## config.mk

```make
export PLATFORM = sky130hd
export DESIGN_NAME = fpu_operand_sequencer
export DESIGN_NICKNAME = d
export VERILOG_FILES = /design/src/rtl/fpu_operand_sequencer.sv
export SDC_FILE = /design/constraint.sdc
export NUM_CORES = 1
export LEC_CHECK = 0
export BUFFER_PORTS_ARGS = -buffer_cell sky130_fd_sc_hd__buf_2
export CORE_MARGIN = 2
export CORE_UTILIZATION = 55
export CTS_CLUSTER_DIAMETER = 80
export DETAILED_ROUTE_END_ITERATION = 6
export PLACE_DENSITY = 0.86
export SLEW_MARGIN = 20
export SYNTH_ARGS = -nofsm -noshare
export SYNTH_HDL_FRONTEND = slang
export SYNTH_SLANG_ARGS = --single-unit
export TNS_END_PERCENT = 5
```

## constraint.sdc

```tcl
create_clock -name clk -period 9.5 [get_ports clk]
set_input_delay 1.9 -clock clk [delete_from_list [all_inputs] [get_ports clk]]
set_output_delay 1.9 -clock clk [all_outputs]
set_load 0.05 [all_outputs]
```

## src/rtl/fpu_operand_sequencer.sv

```systemverilog
// Operand-pair FIFO feeding an FPU with no handshake: each pair is held on the
// FPU inputs for HOLD_CYCLES cycles, then the result/status is captured and strobed.
module fpu_operand_sequencer #(
    parameter int DEPTH       = 8,
    parameter int HOLD_CYCLES = 4
) (
    input  logic                       clk,
    input  logic                       rst,
    input  logic                       in_valid,
    output logic                       in_ready,
    input  logic [31:0]                in_op_a,
    input  logic [31:0]                in_op_b,
    output logic [31:0]                op_a_out,
    output logic [31:0]                op_b_out,
    input  logic [31:0]                fpu_data_in,
    input  logic [3:0]                 fpu_status_in,
    output logic                       res_valid,
    output logic [31:0]                res_data,
    output logic [3:0]                 res_status,
    output logic [3:0]                 status_sticky,
    output logic                       busy,
    output logic [$clog2(DEPTH+1)-1:0] count
);

    localparam int PTR_W  = $clog2(DEPTH);
    localparam int CNT_W  = $clog2(DEPTH + 1);
    localparam int HOLD_W = (HOLD_CYCLES > 1) ? $clog2(HOLD_CYCLES) : 1;

    typedef enum logic {
        IDLE  = 1'b0,
        APPLY = 1'b1
    } state_t;

    state_t            state_q, state_d;
    logic [PTR_W-1:0]  wr_ptr_q, wr_ptr_d;
    logic [PTR_W-1:0]  rd_ptr_q, rd_ptr_d;
    logic [CNT_W-1:0]  count_q, count_d;
    logic [HOLD_W-1:0] hold_cnt_q, hold_cnt_d;
    logic [31:0]       op_a_q, op_a_d;
    logic [31:0]       op_b_q, op_b_d;
    logic [31:0]       res_data_q, res_data_d;
    logic [3:0]        res_status_q, res_status_d;
    logic [3:0]        sticky_q, sticky_d;
    logic              res_valid_q, res_valid_d;

    logic [63:0]       mem_q [DEPTH];
    logic              push;
    logic              pop;

    // Ready looks only at the registered count, so a full FIFO never accepts
    // on the strength of a same-cycle pop.
    assign in_ready = (count_q != CNT_W'(DEPTH));
    assign push     = in_valid && in_ready;
    assign pop      = (state_q == IDLE) && (count_q != '0);

    always_comb begin
        // NOTE: every signal gets a default first so no path leaves it unassigned,
        // which would otherwise infer a latch.
        state_d      = state_q;
        wr_ptr_d     = wr_ptr_q;
        rd_ptr_d     = rd_ptr_q;
        count_d      = count_q;
        hold_cnt_d   = hold_cnt_q;
        op_a_d       = op_a_q;
        op_b_d       = op_b_q;
        res_data_d   = res_data_q;
        res_status_d = res_status_q;
        sticky_d     = sticky_q;
        res_valid_d  = 1'b0;

        if (push) begin
            wr_ptr_d = wr_ptr_q + PTR_W'(1);
        end
        if (pop) begin
            rd_ptr_d = rd_ptr_q + PTR_W'(1);
        end

        case ({push, pop})
            2'b10:   count_d = count_q + CNT_W'(1);
            2'b01:   count_d = count_q - CNT_W'(1);
            default: count_d = count_q;
        endcase

        case (state_q)
            IDLE: begin
                if (pop) begin
                    {op_a_d, op_b_d} = mem_q[rd_ptr_q];
                    hold_cnt_d       = HOLD_W'(HOLD_CYCLES - 1);
                    state_d          = APPLY;
                end
            end
            APPLY: begin
                if (hold_cnt_q != '0) begin
                    hold_cnt_d = hold_cnt_q - HOLD_W'(1);
                end else begin
                    res_data_d   = fpu_data_in;
                    res_status_d = fpu_status_in;
                    sticky_d     = sticky_q | fpu_status_in;
                    res_valid_d  = 1'b1;
                    state_d      = IDLE;
                end
            end
            default: state_d = IDLE;
        endcase
    end

    // NOTE: storage array is not reset; the pointers and count decide what is
    // valid, so clearing the entries would only cost reset fan-out.
    always_ff @(posedge clk) begin
        if (push) begin
            mem_q[wr_ptr_q] <= {in_op_a, in_op_b};
        end
    end

    // NOTE: sequential state uses non-blocking assignments so every flop
    // samples its pre-edge inputs regardless of statement order.
    always_ff @(posedge clk) begin
        if (!rst) begin
            state_q      <= IDLE;
            wr_ptr_q     <= '0;
            rd_ptr_q     <= '0;
            count_q      <= '0;
            hold_cnt_q   <= '0;
            op_a_q       <= '0;
            op_b_q       <= '0;
            res_data_q   <= '0;
            res_status_q <= '0;
            sticky_q     <= '0;
            res_valid_q  <= 1'b0;
        end else begin
            state_q      <= state_d;
            wr_ptr_q     <= wr_ptr_d;
            rd_ptr_q     <= rd_ptr_d;
            count_q      <= count_d;
            hold_cnt_q   <= hold_cnt_d;
            op_a_q       <= op_a_d;
            op_b_q       <= op_b_d;
            res_data_q   <= res_data_d;
            res_status_q <= res_status_d;
            sticky_q     <= sticky_d;
            res_valid_q  <= res_valid_d;
        end
    end

    assign op_a_out      = op_a_q;
    assign op_b_out      = op_b_q;
    assign res_valid     = res_valid_q;
    assign res_data      = res_data_q;
    assign res_status    = res_status_q;
    assign status_sticky = sticky_q;
    assign busy          = (state_q == APPLY);
    assign count         = count_q;

endmodule

```

Word level (Yosys, flattened, before mapping)
Memory sizes are Yosys's and may differ from the RTL's. A register that Yosys moved wholly into a read port is not among the register bits. Index checks and enable logic that the tools add are counted.

Bitwise logic cells: 3. Multiplexer cells: 10. Equal/unequal tests: 5. Add/subtract/negate cells: 5. Reductions and logical operators: 10.

Operator list (count): 4-bit one-hot mux with 2 select lines (1); 2-bit AND reduction (4); 3-bit by 1-bit adder with 3-bit output, second input constant (2); 1-bit two-way mux (5); 4-bit by 1-bit adder with 4-bit output, second input constant (1); 2-bit two-way mux (2); 4-bit inequality test, second input constant (1); 4-bit bitwise OR (1); 2-bit one-hot mux with 2 select lines (1); 2-bit nonzero test (2); 4-bit nonzero test (1); 4-bit by 1-bit subtractor with 4-bit output, second input constant (1); 2-bit by 1-bit equality test with 1-bit output, second input constant (1); 2-bit equality test, second input constant (1); 1-bit logical AND (2); 2-bit by 1-bit inequality test with 1-bit output, second input constant (1); 2-bit inequality test, second input constant (1); 1-bit NOT (2); 1-bit one-hot mux with 2 select lines (1); 2-bit by 1-bit subtractor with 2-bit output, second input constant (1); 1-bit zero test (1).

Input bits: 103. Flip-flop bits (word level): 54. Output and inout port bits: 111. RAM bits: 512. Memories kept: 1.

Memories: mem_q (depth 8, width 64, read ports 1, clocked after memory_dff 1, wr ports 1, line 46) `logic [63:0] mem_q [DEPTH];`.

Longest topological paths before layout
Word-level depth: 4. Mapped depth: 13.

Least setup slack after synthesis
Ideal clock, no wire load.

Kind: in2reg. From: input in_valid. To: memory mem_q[0][0] (enable). Arrival: 6.706 ns. Stages: 3. Data required time: 8.935 ns. Buffers on the path: 0. Setup slack: 2.229 ns. Path through: nand2_1 > or2_2 > nor3_1.

Longest elaborated chain between the ends: 3.

Ends and longest elaborated chain: start, declared (line 9) `input logic in_valid,`; 1-bit logical AND (line 53) `assign push = in_valid && in_ready;`; 1-bit two-way mux (line 110) `if (push) begin`; 1-bit two-way mux (implied by the code) (line 111) `mem_q[wr_ptr_q] <= {in_op_a, in_op_b};`; end, declared (line 46).

No other way between the ends.

Final worst setup path
From: register count_q[0], in the netlist count[0]. To: output in_ready.

Longest elaborated chain between the ends: 1.

Ends and longest elaborated chain: start, declared (line 37) `logic [CNT_W-1:0] count_q, count_d;`; start signal, assigned (line 134) `count_q <= count_d;`; 4-bit inequality test (line 52) `assign in_ready = (count_q != CNT_W'(DEPTH));`; end, declared (line 10) `output logic in_ready,`.

No other way between the ends.

==> flow_summary.toml <==
[critical_path]
cp_data_required_time_ns = 7.60
slowest_stage = "or4b_2"
cpLargestDelayFamily = "simple AND/OR/NAND/NOR gates"
critical_path.max_stage_delay_ns = 0.78
critPathLaunch = "count[0]$_SDFFE_PN0P_"
worst-path-buf-inv = 1
setup.worst_path.end_class = "output port"
worst_ep_arrival_time_ns = 2.03
cp-start-kind = "flop"
rr_startpoint = "count[1]$_SDFFE_PN0P_"
crit_type = "reg2out"
crit_path_cell_trace = "or4b_2 > buf_2"
cp_max_fo = 7
rr_worst_depth = 9
worst-path-stages = 2

[clocking]
clk_pin_slew_ns = 0.06
clock_latency_ns = 0.62
hold_buffers = 0
cts_tree = "yes"
cts_root_buf = "clkbuf_16"
numCtsBuffers = 58
h-tree-depth = 2
clockBufferDepth = 3
post_cts_buffers = 0
ctsResizeCount = 0
cts.sinks = 630

[synth]
synthCells = 1213
yosys.cell_types.count = 32
synth_seq_cells = 630
ys_warn_count = 0
syn_nets = 1322
yosysSeqAreaShare = 0.775
syn_area_per_cell_um2 = 18.9
netlist_area_um2 = 22900

[detailed_routing]
vias = 11900
drt_wl_total_um = 49100
drc = 0
final_antenna_net_count = 0
routedWlPerCell_um = 24.4
firstDrtPassIters = 5
drt_iter0_drc = 1109
viasPerCell = 5.91

[sta]
setup-tns-final_ns = 0
setup_slack_ns = 5.57
final-setup-viol-count = 0
max_freq_mhz = 255
finalMaxSlewViolations = 0
fin_crit_sh = 0.414
worstMarginPinSlew_ns = 1.11
hold_violations = 0
relSlewSlack = 0.263
clock_skew_ns = 0.0324
fin_crit_ns = 3.93
rsz0062_at_grt = "no"

[outcome]
status = "complete, no violations"

[cells_and_area]
drive_gt1_frac = 0.313
area_growth_pct = 15.3
mostFrequentLayoutCells = "edfxtp_1, buf_2, mux4_2"
final_common_cell = "edfxtp_1"
fin_nets = 1538
layoutNonFillerInstCount = 2014

[placed_design]
dp_hpwl_um = 25400
gp_congestion = 0.762
port_buffers = 213
dp_slack_ns = 5.51
place_inst = 1899

[min_path]
holdPathStages = 2
worstHoldStart = "res_data[1]$_SDFFE_PN0P_"
hold_path_class = "reg2reg"

[global_route]
grt_pass1_wl_um = 74300
grt_max_degree = 79
grt_usage = 0.228
first_global_vias = 12200
antenna_found_initial = 4
grt-ovfl-total = 0

[floorplanning]
fp-row-count = 74
core_um2 = 40900
fp.dieH_um = 208
pin_count = 214
start_util = 0.559
dieArea_um2 = 43300
die_w_um = 208

[power_and_ir_drop]
power_uw = 7390
powerDensity_nw_per_um2 = 280
p_leak_uw = 0.00893
irDropWorstVdd_mv = 0.194

[flow_run]
max-cap-violations = 0
## power by group
| group | total, uW | switching [uW] | internal (uW) |
|---|---|---|---|
| clock network | 2290 | 997 | 1290 |
| logic | 1740 | 1180 | 559 |
| registers | 3360 | 122 | 3240 |
## cells in the mapped netlist (all sizes together)
cell type  instances  area (um^2)
nor3               4         20.0
xnor2              1         8.76
inv                5         18.8
ha                 6         75.1
or4                1         11.3
nor3b              1         7.51
nand2b             4         25.0
nand3              6         40.0
a211oi             2         15.0
and2               2         15.0
nor2              85          319
or3                1         6.26
a32o               1         10.0
o22ai             65          407
clkbuf            36          135
or2                1         6.26
xor2               5         43.8
mux2i              2         20.0
or4b               1         10.0
mux4             128         2880
buf               35          224
dfxtp            118         2360
o21ai             66          330
edfxtp           512        15400
nand2             79          297
a21oi             46          230
## cell families (layout without fill, tap and decap cells)
family,after synthesis,in the layout,share of synthesized area
xor gates and xnor gates,6,6,0.00230
DFF,630,630,0.775
adders and majority gates,6,6,0.00328
AOI/OAI and AO/OA,180,180,0.0433
and+or+nand+nor,185,185,0.0331
buffers and inverters,76,342,0.0165
muxes,130,130,0.127
other,0,3,0
## path summary, 6_finish.rpt
check                                  end  slack, ns
hold reg to reg   res_data[1]$_SDFFE_PN0P_       0.45
setup / recovery                  in_ready       5.57
hold / removal    res_data[1]$_SDFFE_PN0P_       0.45
setup reg to reg     count[2]$_SDFFE_PN0P_       6.47
## cell type report
| cell class | count | area, um^2 |
|---|---|---|
| sequential | 630 | 17700 |
| fill | 2678 | 14500 |
| multi-input combinational | 507 | 4850 |
| clock buffer | 83 | 1640 |
| timing repair buffer | 227 | 1210 |
| tap | 532 | 666 |
| clock inverter | 27 | 260 |
| inverter | 5 | 18.8 |
| antenna | 3 | 7.51 |
## stage by stage
step / hold WS (ns) / util / cell area [um^2]
5_1_grt: 0.470 / 0.645 / 26400
6_report: 0.451 / 0.645 / 26400
4_1_cts: 0.453 / 0.643 / 26300
3_3_place_gp: 0.438 / 0.597 / 24400
3_5_place_dp: 0.444 / 0.597 / 24400
2_1_floorplan: 0.438 / - / 22900
## worst min-delay path, cell delays in order, from the launching register on
cell     delay, ns
dfxtp_1       0.30
nand2_1       0.05
a21oi_1       0.05
## registers in the layout (all words and copies together), names as in the netlist
signal	flops
mem_q	512
op_a_out	32
op_b_out	32
res_data	32
count	4
res_status	4
status_sticky	4
rd_ptr_q	3
wr_ptr_q	3
hold_cnt_q	2
busy	1
res_valid	1
## layer usage
| metal | wire length [um] | global-route usage |
|---|---|---|
| met2 | 25300 | 0.382 |
| met1 | 19000 | 0.299 |
| met4 | 1220 | 0.0697 |
| met3 | 3560 | 0.0522 |
| met5 | 14 | 0 |
Note: power is estimated with default switching activity, not from simulation.
